==> src/rtl/pla_exhaustive_driver_if.sv <==
// Control/result bundle between the exhaustive-sweep engine and its harness.
// The master side is the harness; the slave side is the sweep engine.
interface pla_exhaustive_driver_if #(
    parameter int N_IN     = 10,
    parameter int SIG_W    = 16,
    parameter int SETTLE_W = 4
);
    logic                start;
    logic                abort;
    logic [SETTLE_W-1:0] settle;
    logic [N_IN-1:0]     x;
    logic                y0;
    logic                exp_y;
    logic                busy;
    logic                done;
    logic                aborted;
    logic [N_IN:0]       ones_cnt;
    logic [SIG_W-1:0]    sig;
    logic [N_IN:0]       mism_cnt;
    logic [N_IN-1:0]     first_fail;

    modport master (
        output start, abort, settle, y0, exp_y,
        input  x, busy, done, aborted, ones_cnt, sig, mism_cnt, first_fail
    );

    modport slave (
        input  start, abort, settle, y0, exp_y,
        output x, busy, done, aborted, ones_cnt, sig, mism_cnt, first_fail
    );
endinterface

==> src/rtl/pla_exhaustive_driver.sv <==
// Exhaustive input sweep for an N_IN-input, one-output netlist: drives every
// vector, samples y0 after a settle delay, and accumulates count/signature/compare results.
module pla_exhaustive_driver #(
    parameter int          N_IN     = 10,
    parameter int          SIG_W    = 16,
    parameter logic [15:0] POLY     = 16'h1021,
    parameter logic [15:0] SEED     = 16'hFFFF,
    parameter int          SETTLE_W = 4
) (
    input logic                   clk,
    input logic                   rst_n,
    pla_exhaustive_driver_if.slave bus
);
    localparam logic [SIG_W-1:0] POLY_W = SIG_W'(POLY);
    localparam logic [SIG_W-1:0] SEED_W = SIG_W'(SEED);

    typedef enum logic [1:0] {S_IDLE, S_WAIT, S_SAMPLE} state_t;

    state_t              state;
    logic [SETTLE_W-1:0] wcnt;
    logic [SETTLE_W-1:0] settle_q;
    logic [N_IN-1:0]     x;
    logic                busy;
    logic                done;
    logic                aborted;
    logic [N_IN:0]       ones_cnt;
    logic [N_IN:0]       mism_cnt;
    logic [N_IN-1:0]     first_fail;
    logic [SIG_W-1:0]    sig;

    logic [SIG_W-1:0]    sig_nxt;

    // Shift-left signature with feedback from the outgoing MSB xor the response bit.
    always_comb begin
        sig_nxt = {sig[SIG_W-2:0], 1'b0};
        if (sig[SIG_W-1] ^ bus.y0)
            sig_nxt = sig_nxt ^ POLY_W;
    end

    always_ff @(posedge clk or negedge rst_n) begin
        if (!rst_n) begin
            state      <= S_IDLE;
            wcnt       <= '0;
            settle_q   <= '0;
            x          <= '0;
            busy       <= 1'b0;
            done       <= 1'b0;
            aborted    <= 1'b0;
            ones_cnt   <= '0;
            mism_cnt   <= '0;
            first_fail <= '0;
            sig        <= SEED_W;
        end else begin
            done <= 1'b0;
            case (state)
                S_IDLE: begin
                    // start wins over a simultaneous abort here
                    if (bus.start) begin
                        x          <= '0;
                        wcnt       <= '0;
                        settle_q   <= bus.settle;
                        ones_cnt   <= '0;
                        mism_cnt   <= '0;
                        first_fail <= '0;
                        sig        <= SEED_W;
                        aborted    <= 1'b0;
                        busy       <= 1'b1;
                        state      <= (bus.settle != '0) ? S_WAIT : S_SAMPLE;
                    end
                end
                S_WAIT: begin
                    if (bus.abort) begin
                        state   <= S_IDLE;
                        busy    <= 1'b0;
                        done    <= 1'b1;
                        aborted <= 1'b1;
                    end else begin
                        wcnt <= wcnt + SETTLE_W'(1);
                        if (wcnt + SETTLE_W'(1) == settle_q)
                            state <= S_SAMPLE;
                    end
                end
                S_SAMPLE: begin
                    if (bus.abort) begin
                        state   <= S_IDLE;
                        busy    <= 1'b0;
                        done    <= 1'b1;
                        aborted <= 1'b1;
                    end else begin
                        ones_cnt <= ones_cnt + (N_IN+1)'(bus.y0);
                        sig      <= sig_nxt;
                        if (bus.y0 != bus.exp_y) begin
                            mism_cnt <= mism_cnt + (N_IN+1)'(1);
                            if (mism_cnt == '0)
                                first_fail <= x;
                        end
                        if (x == '1) begin
                            state <= S_IDLE;
                            busy  <= 1'b0;
                            done  <= 1'b1;
                        end else begin
                            x     <= x + N_IN'(1);
                            wcnt  <= '0;
                            state <= (settle_q != '0) ? S_WAIT : S_SAMPLE;
                        end
                    end
                end
                default: state <= S_IDLE;
            endcase
        end
    end

    assign bus.x          = x;
    assign bus.busy       = busy;
    assign bus.done       = done;
    assign bus.aborted    = aborted;
    assign bus.ones_cnt   = ones_cnt;
    assign bus.mism_cnt   = mism_cnt;
    assign bus.first_fail = first_fail;
    assign bus.sig        = sig;
endmodule
==> src/flat_wrapper.sv <==
// flat-port wrapper written by rule: the top's interface ports become plain ports
module pla_exhaustive_driver_flat 
#(
    parameter int          N_IN     = 10,
    parameter int          SIG_W    = 16,
    parameter logic [15:0] POLY     = 16'h1021,
    parameter logic [15:0] SEED     = 16'hFFFF,
    parameter int          SETTLE_W = 4
)
  (clk, rst_n, bus_start, bus_abort, bus_settle, bus_y0, bus_exp_y, bus_x, bus_busy, bus_done, bus_aborted, bus_ones_cnt, bus_sig, bus_mism_cnt, bus_first_fail);
  pla_exhaustive_driver_if #(.N_IN(N_IN), .SIG_W(SIG_W), .SETTLE_W(SETTLE_W)) bus_i ();
  input logic clk;
  input logic rst_n;
  input wire logic [$bits(bus_i.start)-1:0] bus_start;
  input wire logic [$bits(bus_i.abort)-1:0] bus_abort;
  input wire logic [$bits(bus_i.settle)-1:0] bus_settle;
  input wire logic [$bits(bus_i.y0)-1:0] bus_y0;
  input wire logic [$bits(bus_i.exp_y)-1:0] bus_exp_y;
  output wire logic [$bits(bus_i.x)-1:0] bus_x;
  output wire logic [$bits(bus_i.busy)-1:0] bus_busy;
  output wire logic [$bits(bus_i.done)-1:0] bus_done;
  output wire logic [$bits(bus_i.aborted)-1:0] bus_aborted;
  output wire logic [$bits(bus_i.ones_cnt)-1:0] bus_ones_cnt;
  output wire logic [$bits(bus_i.sig)-1:0] bus_sig;
  output wire logic [$bits(bus_i.mism_cnt)-1:0] bus_mism_cnt;
  output wire logic [$bits(bus_i.first_fail)-1:0] bus_first_fail;
  assign bus_i.start = bus_start;
  assign bus_i.abort = bus_abort;
  assign bus_i.settle = bus_settle;
  assign bus_i.y0 = bus_y0;
  assign bus_i.exp_y = bus_exp_y;
  assign bus_x = bus_i.x;
  assign bus_busy = bus_i.busy;
  assign bus_done = bus_i.done;
  assign bus_aborted = bus_i.aborted;
  assign bus_ones_cnt = bus_i.ones_cnt;
  assign bus_sig = bus_i.sig;
  assign bus_mism_cnt = bus_i.mism_cnt;
  assign bus_first_fail = bus_i.first_fail;
  pla_exhaustive_driver #(.N_IN(N_IN), .SIG_W(SIG_W), .POLY(POLY), .SEED(SEED), .SETTLE_W(SETTLE_W)) u_core (.clk(clk), .rst_n(rst_n), .bus(bus_i));
endmodule
==> config.mk <==
export PLATFORM = sky130hd
export DESIGN_NAME = pla_exhaustive_driver_flat
export DESIGN_NICKNAME = d
export VERILOG_FILES = /design/src/rtl/pla_exhaustive_driver_if.sv /design/src/rtl/pla_exhaustive_driver.sv /design/src/flat_wrapper.sv
export SDC_FILE = /design/constraint.sdc
export NUM_CORES = 1
export LEC_CHECK = 0
export ABC_AREA = 1
export CAP_MARGIN = 10
export CORE_UTILIZATION = 48
export CTS_CLUSTER_SIZE = 25
export DETAILED_ROUTE_END_ITERATION = 6
export PLACE_DENSITY_LB_ADDON = 0.12
export SYNTH_ARGS = -nofsm -noshare
export SYNTH_HDL_FRONTEND = slang
export SYNTH_SLANG_ARGS = --single-unit
==> constraint.sdc <==
create_clock -name clk -period 1.7 [get_ports clk]
set_clock_uncertainty 0.2 [all_clocks]
set_input_delay 0.255 -clock clk [delete_from_list [all_inputs] [get_ports clk]]
set_output_delay 0.255 -clock clk [all_outputs]
set_load 0.005 [all_outputs]
==> summary.txt, run 1 <==
Worst setup path
  – CP startpoint kind: flip-flop
  – CP arrival: around 2.0 ns
  – Crit path max fanout: 4
  – Crit end category: flip-flop
  – CP required: 1.79 ns
  – Setup Crit Path Kind: reg2reg

GRT
  – Overall global routing resource usage: a little over a quarter
  – GRT met3 Usage: 3.234%
  – Aggregate global routing overflow: 0
  – Number of global-route vias before repair: just under 4,000
  – Gr busiest metal: met2
  – Initial antenna violation count: 0
  – Largest net degree at the start of global routing: 72
  – First-pass GRT wire length: roughly 18,000 um
  – Met1 GRT Util: roughly a third
  – Met2 Usage GRT: 48.75%

Power
  – Worst vdd rail ir drop: 0.8487 mV
  – Total power: 7.411 mW
  – Pleak: approximately 3.1 nW
  – PwrDens: 1190 nW/um^2

Detailed routing
  – TritonRoute pass-1 iters: 5
  – WL per Instance: between 15 and 20 um
  – Via-to-Cell Ratio: 5.425
  – Initial DRC count: about 220
  – WL final: 12,160 um
  – Final ANT Viol Nets: 0
  – DRC: 0
  – Vias: 4,069

Floorplan
  – # IOs: 71
  – Die width: ~92 um
  – Core Region: approximately 8000 sq um
  – Starting Density: 49.84%
  – Total Die Area: 8428 sq um
  – Die Y: between 90 and 100 um
  – # rows: 32

Clocking
  – Root buffer cell: clkbuf_8
  – Max clock buf depth: 2
  – # clock sinks: between 70 and 80
  – Clk Latency, worst-skew pair: 0.35 ns
  – Clk pin slew, worst setup/hold paths: 0.09 ns
  – CTS tree: yes
  – Htree depth: 3
  – CTS buffer count: 9

Yosys
  – Ys Warns: 0
  – Yosys cell types: 45
  – Instance count of the mapped netlist: 467
  – Post-synth EDFFs: 0
  – Async S/R FF share, synth: 100.0%
  – Syn Area/Cell: 8.290 sq um
  – Sequential cell area fraction in the yosys report: a little under half
  – Syn nets: 487
  – Synth Cell Area: between 3000 and 4000 sq um
  – Seq cells post-synth: 71
  – Most common flop cell mapped by yosys: dfrtp_1

STA
  – Worst setup margin: -0.2070 ns
  – Count of final hold-check violations: 0
  – Final Max Slew Viols: 0
  – Relative slew margins: 74.70%
  – Ratio of final minimum period to clock period: 112.2%
  – Period minus WS final: 1.907 ns
  – Max Clk Rate: 524.4 MHz
  – Sum Neg Setup Slack: -4.528 ns
  – Worst Max-Slew Pin Slew: 0.3766 ns
  – Setup-failing EPs final: between 50 and 60
  – RSZ-0062 raised after global routing: yes

Cells and area
  – Syn-to-layout area delta: 60.92%
  – # diodes: 0
  – Most frequent cells in the layout: 94 x nand2_1, 72 x buf_4, 59 x inv_1
  – Final Instance Area: 6230 sq um
  – Total Nets Final: about 660
  – Share of layout cells above drive strength 1: between 30% and 40%
  – Most common cell after layout, fill and taps aside: nand2_1

Placed design
  – GPL Wtd Cong: 0.8512
  – IO buf count: 70
  – Dpl hpwl: about 6700 um
  – Dpl cell area: 5084 sq um

Status
  – Failing checks: negative setup slack
  – Status: finished with violations

Worst hold path
  – HP Class: in2async

Flow run
  – Max cap viols: 0
## worst paths after layout
kind	slack (ns)	depth (start not counted)	from	endpoint
max	-0.21	9	u_core.bus.mism_cnt[0]$_DFFE_PN0P_	u_core.bus.mism_cnt[8]$_DFFE_PN0P_
min	0.26	3	rst_n	u_core.bus.mism_cnt[9]$_DFFE_PN0P_
max reg2reg	-0.21	9	u_core.bus.mism_cnt[0]$_DFFE_PN0P_	u_core.bus.mism_cnt[8]$_DFFE_PN0P_
min reg2reg	0.28	2	u_core.bus.first_fail[8]$_DFFE_PN0P_	u_core.bus.first_fail[8]$_DFFE_PN0P_
max in group asynchronous	0.70	3	rst_n	u_core.bus.sig[13]$_DFFE_PN1P_
min in group clk	0.28	2	u_core.bus.first_fail[8]$_DFFE_PN0P_	u_core.bus.first_fail[8]$_DFFE_PN0P_
## synth_stat cells, types with 4 or more instances
cell,count,area share [%]
dfstp_2,16,11
nor3_1,11,1.4
ha_1,10,3.2
o21ai_1,4,0.52
nand2_1,119,12
a22oi_1,11,2.1
o21ai_2,12,2.7
nand4_1,19,3.1
dfrtp_1,55,36
a21oi_1,9,1.2
nor2_1,25,2.4
o21ai_0,30,3.9
nand3_1,31,4.0
xor2_1,6,1.4
inv_1,64,6.2
## power breakdown
part / leakage, nW / internal (mW) / switching (mW)
Combinational: 2.12 / 1.98 / 2.10
Sequential: 0.916 / 1.93 / 0.183
Clock: 0.0940 / 0.531 / 0.679
Total: 3.13 / 4.45 / 2.96
## per-layer routing
layer	up-vias	wire, um
met2	177	6403
li1	1890	-
met4	0	454
met3	46	678
met1	1956	4624
met5	-	0
## flip-flops by register name (all words and copies together) (netlist names)
register / count
u_core.bus.sig: 16
u_core.bus.ones_cnt: 11
u_core.wcnt: 4
u_core.bus.busy: 1
u_core.bus.first_fail: 10
u_core.settle_q: 4
u_core.state: 2
u_core.bus.aborted: 1
u_core.bus.x: 10
u_core.bus.mism_cnt: 11
u_core.bus.done: 1
## critical path, stage by stage (launching register included)
cell	delay, ns
dfrtp_1	0.38
buf_4	0.15
ha_1	0.18
nand2_1	0.11
nor2_1	0.20
nand4_1	0.17
xor2_1	0.19
nor2_1	0.13
nand2_1	0.08
nand2_1	0.07
## metrics by stage
step           util (%)  hold WS (ns)  setup slack (ns)  cells
2_1_floorplan         -       -0.2406          -0.06549    467
3_3_place_gp      65.45        0.1133           -0.4015    684
3_5_place_dp      65.45        0.1133           -0.4463    684
4_1_cts           75.48        0.2698           -0.1422    739
5_1_grt           80.20        0.3002           -0.2306    750
6_report          80.20        0.2611           -0.2070    750
## cells by family (layout without fill, tap and decap cells)
logic type / count (synthesis) / count (layout) / synth area share (%)
buffers and inverters: 78 / 259 / 8.597
AO/OA/AOI/OAI: 75 / 75 / 12.15
AND/OR/NAND/NOR: 225 / 225 / 27.80
adder cells (fa/ha/maj): 10 / 10 / 3.232
flip-flops: 71 / 71 / 46.41
XOR/XNOR: 8 / 8 / 1.810
## final cells by class
type,count,area [sq um]
clock buffer,9,123.9
clock inverter,7,45.04
fill,502,1538
inverter,67,266.5
multi-input combinational,318,2182
sequential,71,1799
tap,102,127.6
timing repair buffer,176,1685
## what timing repair did
action | 4_1_cts | 5_1_grt
pin swaps | 13 | 27
endpoints found under the hold margin | 55 | 0
setup buffers | 36 | 14
resized for setup | 123 | 85
gates cloned | 2 | 1
hold buffers | 1 | 0
setup endpoints to repair | 106 | 77
(Power assumes the default switching activity.)
==> inputs of run 2 (changes only) <==
--- a/config.mk
+++ b/config.mk
@@ -11,6 +11,7 @@
 export CTS_CLUSTER_SIZE = 25
 export DETAILED_ROUTE_END_ITERATION = 6
 export PLACE_DENSITY_LB_ADDON = 0.12
+export SETUP_SLACK_MARGIN = 0.2
 export SYNTH_ARGS = -nofsm -noshare
 export SYNTH_HDL_FRONTEND = slang
 export SYNTH_SLANG_ARGS = --single-unit
==> run 2 against run 1 <==
The flow still finishes with violations (negative setup slack). Non-clock buffer count rose by 39. Critical endpoint is now u_core.bus.mism_cnt[6]$_DFFE_PN0P_. Maximum frequency fell by 1.3%. Sequential share of layout area fell by 1.7 points. Final cell count rose by 5.5%. Critical path depth rose by 4. Count of clock-buffer cells in the layout rose by 3. Global-route usage rose by 2.4 points. Utilization rose by 5.0 points. Sequential power barely moved.
==> summary.txt, run 2 (synthesis gave the netlist of run 1 again) <==
Power
  – Pleak: 3.319 nW (+5.9%)
  – Comb pwr share: 58.8% (+3.7 points)
  – Total power: 8.163 mW (+10%)
  – Worst vdd rail ir drop: 0.9674 mV (+14%)
  – Switching Fraction: 40.78% (+0.78 points)
  – Clock power share: 14.8% (-1.5 points)
  – PwrDens: 1234 nW/um^2 (+3.7%)
  – Flop pwr share: 26.3% (-2.3 points)
  – Int Power: 4.834 mW (+8.7%)
  – Sw power: 3.329 mW (+12%)

STA
  – Relative slew margins: 73.45% (-1.2 points)
  – Worst setup margin: -0.2323 ns (-0.02531 ns)
  – Max Clk Rate: 517.5 MHz (-1.3%)
  – Worst Max-Slew Pin Slew: 0.3982 ns (+0.02161 ns)
  – Ratio of final minimum period to clock period: 113.7% (+1.5 points)
  – Final Max Slew Viols: 0 (unchanged)
  – Setup-failing EPs final: 65 (+25%)
  – Count of final hold-check violations: 0 (unchanged)
  – Period minus WS final: 1.932 ns (+0.02531 ns)
  – RSZ-0062 raised after global routing: yes
  – Fin Hold WS: 0.2525 ns (-0.008656 ns)

Placed design
  – Dpl cell area: 5164 sq um (+1.6%)
  – Dpl hpwl: 6724 um (+0.21%)
  – GPL Wtd Cong: 0.8912 (+4.7%)
  – IO buf count: 70 (unchanged)

GRT
  – Initial antenna violation count: 0 (unchanged)
  – Number of global-route vias before repair: 4,009 (+1.6%)
  – Overall global routing resource usage: 29.41% (+2.4 points)
  – Gr busiest metal: met2
  – Largest net degree at the start of global routing: 72 (unchanged)
  – First-pass GRT wire length: 19,180 um (+7.3%)
  – GRT met3 Usage: 4.312% (+1.1 points)
  – Met2 Usage GRT: 53.38% (+4.6 points)
  – Met1 GRT Util: 33.87% (+1.4 points)
  – Aggregate global routing overflow: 0 (unchanged)

Cells and area
  – Most frequent cells in the layout: 93 x buf_4, 90 x nand2_1, 57 x inv_1
  – Max FFs per register: 16 (unchanged)
  – Share of layout cells above drive strength 1: 47.46% (+8.1 points)
  – Post-Route Utilization: 85.16% (+5.0 points)
  – Final Instance Area: 6615 sq um (+6.2%)
  – Syn-to-layout area delta: 70.88%
  – # diodes: 0 (unchanged)
  – Total Nets Final: 704 (+6.2%)
  – Biggest regs: u_core.bus.sig (16), u_core.bus.mism_cnt (11), u_core.bus.ones_cnt (11)
  – Most common cell after layout, fill and taps aside: buf_4
  – Reg with most FFs: u_core.bus.sig

Clocking
  – Clk Latency, worst-skew pair: 0.36 ns (about the same)
  – Clk pin slew, worst setup/hold paths: 0.08 ns (about the same)
  – Max clock buf depth: 2 (unchanged)
  – # clock sinks: 71 (unchanged)
  – Root buffer cell: clkbuf_8
  – CTS tree: yes
  – Htree depth: 3 (unchanged)
  – CTS buffer count: 9 (unchanged)

Detailed routing
  – DRC: 0 (unchanged)
  – Initial DRC count: 225 (+0.90%)
  – Final ANT Viol Nets: 0 (unchanged)
  – Via-to-Cell Ratio: 5.536 (+2.0%)
  – WL final: 14,330 um (+18%)
  – WL per Instance: 18.12 um (+12%)
  – TritonRoute pass-1 iters: 5 (unchanged)
  – Vias: 4,379 (+7.6%)

Worst setup path
  – Crit end category: flip-flop
  – Setup Crit Path Kind: reg2reg
  – CP required: 1.79 ns (about the same)
  – CP startpoint kind: flip-flop
  – R2R Path Start: u_core.state[0]$_DFFE_PN0P_
  – Crit path from: u_core.state[0]$_DFFE_PN0P_
  – CP arrival: 2.02 ns (+0.02 ns)
  – Crit path max fanout: 4 (unchanged)

Floorplan
  – Starting Density: 49.84% (unchanged)
  – # rows: 32 (unchanged)
  – Total Die Area: 8428 sq um (unchanged)
  – Die Y: 91.81 um (unchanged)
  – Die width: 91.81 um (unchanged)
  – Core Region: 7767 sq um (unchanged)
  – # IOs: 71 (unchanged)

Flow run
  – Max cap viols: 0 (unchanged)

Status
  – Failing checks: negative setup slack
  – Status: finished with violations

Worst hold path
  – HP Class: in2async
==> run 2: layout make-up <==
| cell class | count | area [sq um] |
|---|---|---|
| clock buffers | 12 | 135.1 |
| multi-input cells | 320 | 2338 |
| clock inverters | 4 | 21.27 |
| well taps | 102 | 127.6 |
| inverters | 67 | 266.5 |
| flip-flops and latches | 71 | 1798 |
| repair buffers | 215 | 1928 |
| fillers | 406 | 1152 |
==> run 2: metal layers <==
| layer | wire length, um | part of all wire (%) | vias up |
|---|---|---|---|
| li1 | - | - | 1974 |
| met1 | 5206 | 36 | 2094 |
| met4 | 758 | 5.3 | 0 |
| met2 | 7535 | 53 | 231 |
| met3 | 832 | 5.8 | 80 |
| met5 | 0 | 0 | - |
==> run 2: through the flow <==
step | TNS, ns | setup slack [ns] | instances
after detailed placement | -12.46 | -0.3626 | 682
after CTS | -2.273 | -0.09949 | 770
after global placement | -11.20 | -0.3215 | 682
after global routing | -11.16 | -0.3062 | 791
final | -8.188 | -0.2323 | 791
after floorplan | -0.8258 | -0.06391 | 467
==> run 2: path summary, 6_finish.rpt <==
path,to,slack (ns),cells past startpoint
min,u_core.bus.mism_cnt[9]$_DFFE_PN0P_,0.25,3
min reg2reg,u_core.bus.aborted$_DFFE_PN0P_,0.30,2
max,u_core.bus.mism_cnt[6]$_DFFE_PN0P_,-0.23,13
min in group clk,u_core.settle_q[2]$_DFFE_PN0P_,0.26,3
max in group asynchronous,u_core.bus.sig[0]$_DFFE_PN1P_,0.70,3
max reg2reg,u_core.bus.mism_cnt[6]$_DFFE_PN0P_,-0.23,13
==> run 2: worst max-delay path: stages (launching register included) <==
cell,delay (ns)
dfrtp_1,0.41
inv_2,0.12
ha_4,0.16
inv_4,0.05
nor2_4,0.11
nand2_4,0.09
nand2_8,0.09
nand2_8,0.08
inv_8,0.08
buf_6,0.11
nand2_4,0.06
o21ai_2,0.13
nand2_1,0.07
nor2_1,0.08
==> run 2: power groups by stage <==
stage,clock network [mW],registers (mW),logic (mW)
floorplan,0,2.14,1.56
global placement,0,2.12,2.53
detailed placement,0,2.13,2.57
CTS,1.18,2.10,3.68
global route,1.29,2.17,5.04
finish,1.21,2.15,4.80
==> run 2: what timing repair did <==
action                                  in CTS  in global routing
setup buffers                               67                 19
hold endpoints to repair                    55                  0
pin swaps                                   36                 32
gates resized for setup                    252                 89
hold buffers                                 1                  0
cloned                                       4                  2
endpoints found under the setup margin     132                 84
==> inputs of run 3 (changes only) <==
--- a/config.mk
+++ b/config.mk
@@ -8,9 +8,10 @@
 export ABC_AREA = 1
 export CAP_MARGIN = 10
 export CORE_UTILIZATION = 48
+export CTS_CLUSTER_DIAMETER = 60
 export CTS_CLUSTER_SIZE = 25
 export DETAILED_ROUTE_END_ITERATION = 6
-export PLACE_DENSITY_LB_ADDON = 0.12
+export PLACE_DENSITY = 0.77
 export SETUP_SLACK_MARGIN = 0.2
 export SYNTH_ARGS = -nofsm -noshare
 export SYNTH_HDL_FRONTEND = slang
==> run 3 against run 2 <==
The flow still finishes with violations (negative setup slack). Sequential power about the same. Clock power up 31%. Hold slack worse by 0.054 ns. Power up 1.8%. Non-clock buffer count down 15. First-iteration DRC count up 20%. Count of clock-buffer cells in the layout down 1. Global-route usage up 1.7 points. Critical path type unchanged. Largest cell class unchanged. Highest routed layer unchanged.
==> summary.txt, run 3 (synthesis gave the netlist of run 1 again) <==
Detailed routing
  – Initial DRC count: 270 (+20%)
  – Final ANT Viol Nets: 0 (unchanged)
  – DRC: 0 (unchanged)
  – TritonRoute pass-1 iters: 5 (unchanged)
  – Via-to-Cell Ratio: 5.740 (+3.7%)
  – Vias: 4,454 (+1.7%)
  – WL final: 14,840 um (+3.6%)
  – WL per Instance: 19.13 um (+5.6%)

Clocking
  – # clock sinks: 71 (unchanged)
  – Clk Latency, worst-skew pair: 0.35 ns (about the same)
  – CTS tree: yes
  – Max clock buf depth: 2 (unchanged)
  – Clk pin slew, worst setup/hold paths: 0.08 ns (about the same)
  – Htree depth: 3 (unchanged)
  – CTS buffer count: 9 (unchanged)
  – Root buffer cell: clkbuf_8

Floorplan
  – Die Y: 91.81 um (unchanged)
  – Total Die Area: 8428 sq um (unchanged)
  – # IOs: 71 (unchanged)
  – Die width: 91.81 um (unchanged)
  – Starting Density: 49.84% (unchanged)
  – Core Region: 7767 sq um (unchanged)
  – # rows: 32 (unchanged)

Worst setup path
  – Most used cell, CP: nand2_1
  – Crit end category: flip-flop
  – Bufs and invs on worst path: 3 (-1)
  – CP max stage delay: 0.39 ns (-0.02 ns)
  – CP startpoint kind: flip-flop
  – CP arrival: 2.10 ns (+0.08 ns)
  – R2R Path Start: u_core.state[0]$_DFFE_PN0P_
  – CP required: 1.77 ns (-0.02 ns)
  – Setup Crit Path Kind: reg2reg
  – CP Cell Sequence: inv_2 -> ha_4 -> inv_6 -> nor2_4 -> nand2_4 -> nand2_8 -> inv_2 -> nor3_4 -> nand2_1 -> nand2_1 -> nand2_1 -> nor2_1
  – CP max-delay cell: dfrtp_1
  – R2r setup slk: -0.33 ns (-0.10 ns)
  – Crit path max fanout: 5 (+1)
  – CP delay by family, top: simple AND/OR/NAND/NOR gates
  – Worst reg2reg path endpoint: u_core.bus.ones_cnt[6]$_DFFE_PN0P_
  – Logic depth of the worst register-to-register path: 12 (-1)

Cells and area
  – Max FFs per register: 16 (unchanged)
  – Total Nets Final: 689 (-2.1%)
  – # diodes: 0 (unchanged)
  – Post-Layout Cell Count: 776 (-1.9%)
  – Fillers: 388 (-4.4%)
  – Reg with most FFs: u_core.bus.sig
  – Final Instance Area: 6571 sq um (-0.66%)
  – Biggest regs: u_core.bus.sig (16), u_core.bus.mism_cnt (11), u_core.bus.ones_cnt (11)
  – Syn-to-layout area delta: 69.75%
  – Share of layout cells above drive strength 1: 48.07% (+0.61 points)
  – Most frequent cells in the layout: 88 x nand2_1, 83 x buf_4, 59 x inv_1
  – Most common cell after layout, fill and taps aside: nand2_1

Placed design
  – IO buf count: 70 (unchanged)
  – Placed cell count: 686 (+0.59%)
  – GPL Wtd Cong: 0.9279 (+4.1%)
  – Dpl cell area: 5219 sq um (+1.1%)
  – Worst slack at placement: -0.4376 ns (-0.07503 ns)
  – Dpl hpwl: 7234 um (+7.6%)

STA
  – Relative slew margins: 68.94% (-4.5 points)
  – Worst Max-Slew Pin Slew: 0.4659 ns (+0.06771 ns)
  – Max Clk Rate: 492.3 MHz (-4.9%)
  – Worst setup margin: -0.3311 ns (-0.09881 ns)
  – Setup-failing EPs final: 66 (+1.5%)
  – Ratio of final minimum period to clock period: 119.5% (+5.8 points)
  – Final Max Slew Viols: 0 (unchanged)
  – Count of final hold-check violations: 0 (unchanged)
  – Period minus WS final: 2.031 ns (+0.09881 ns)
  – RSZ-0062 raised after global routing: yes

GRT
  – First-pass GRT wire length: 20,430 um (+6.5%)
  – Number of global-route vias before repair: 4,310 (+7.5%)
  – Overall global routing resource usage: 31.10% (+1.7 points)
  – Aggregate global routing overflow: 0 (unchanged)
  – Initial antenna violation count: 0 (unchanged)
  – Largest net degree at the start of global routing: 29 (-60%)

Status
  – Failing checks: negative setup slack
  – Status: finished with violations

Power
  – Worst vdd rail ir drop: 1.176 mV (+22%)
  – PwrDens: 1265 nW/um^2 (+2.5%)
  – Total power: 8.310 mW (+1.8%)
  – Pleak: 3.285 nW (-1.0%)

Worst hold path
  – HP Class: in2async

Flow run
  – Max cap viols: 0 (unchanged)
-- run 3: cell types whose count changed in the layout (fill, tap and decap cells not counted), moves of 4 or more --
cell,change
ha_4,-5
o21ai_1,+4
buf_4,-10
buf_6,-10
nand3_1,-5
nand3_2,+4
o21ai_0,-5
-- run 3: repair_timing --
action,CTS,global route
gates cloned,5,1
pin swaps,37,29
gates resized for setup,260,82
setup buffers,52,15
setup endpoints to repair,132,81
hold buffers,1,0
hold endpoints to repair,15,0
-- run 3: area by class of cell --
type	count	area, sq um	area share [%]
flip-flops and latches	71	1798	27.36
clock buffers	11	151.4	2.304
well taps	102	127.6	1.942
inverters	67	271.5	4.132
repair buffers	200	1799	27.38
clock inverters	5	80.08	1.219
multi-input cells	320	2344	35.66
-- run 3: metal layers --
layer	vias up	part of all wire [%]	global-route usage, %
met4	0	6.2	14.45
met1	2153	36	35.12
li1	1955	-	-
met3	89	6.1	6.633
met5	-	0	0
met2	257	52	55.95
-- run 3: worst max-delay path by stage --
stage	startpoint	to	slack, ns	cells past startpoint
detailed placement	bus_y0	u_core.bus.ones_cnt[6]$_DFFE_PN0P_	-0.44	10
CTS	u_core.state[0]$_DFFE_PN0P_	u_core.bus.first_fail[3]$_DFFE_PN0P_	-0.12	12
floorplan	u_core.state[1]$_DFFE_PN0P_	u_core.bus.first_fail[0]$_DFFE_PN0P_	-0.06	10
global placement	bus_y0	u_core.bus.ones_cnt[6]$_DFFE_PN0P_	-0.37	10
global route	u_core.state[0]$_DFFE_PN0P_	u_core.bus.ones_cnt[6]$_DFFE_PN0P_	-0.41	12
finish	u_core.state[0]$_DFFE_PN0P_	u_core.bus.ones_cnt[6]$_DFFE_PN0P_	-0.33	12
-- run 3: metrics by stage --
stage	hold WS, ns	setup TNS, ns	util, %
after floorplan	-0.2406	-0.8258	-
after global placement	0.02759	-10.78	67.19
after detailed placement	0.03515	-13.58	67.19
after CTS	0.2077	-2.381	79.04
after global routing	0.2338	-16.11	84.60
final	0.1989	-11.47	84.60
-- run 3: worst register-to-register path, delay by kind of cell, from the launching register on --
family | cells | cell delay [ns]
fa+ha+maj | 1 | 0.19
buf+inv | 3 | 0.27
flops | 1 | 0.39
simple gates | 8 | 0.90
-- run 3: power by group --
part / switching (mW) / internal [mW]
clock: 0.676 / 0.904
sequential: 0.214 / 1.93
combinational: 2.46 / 2.13
total: 3.35 / 4.96
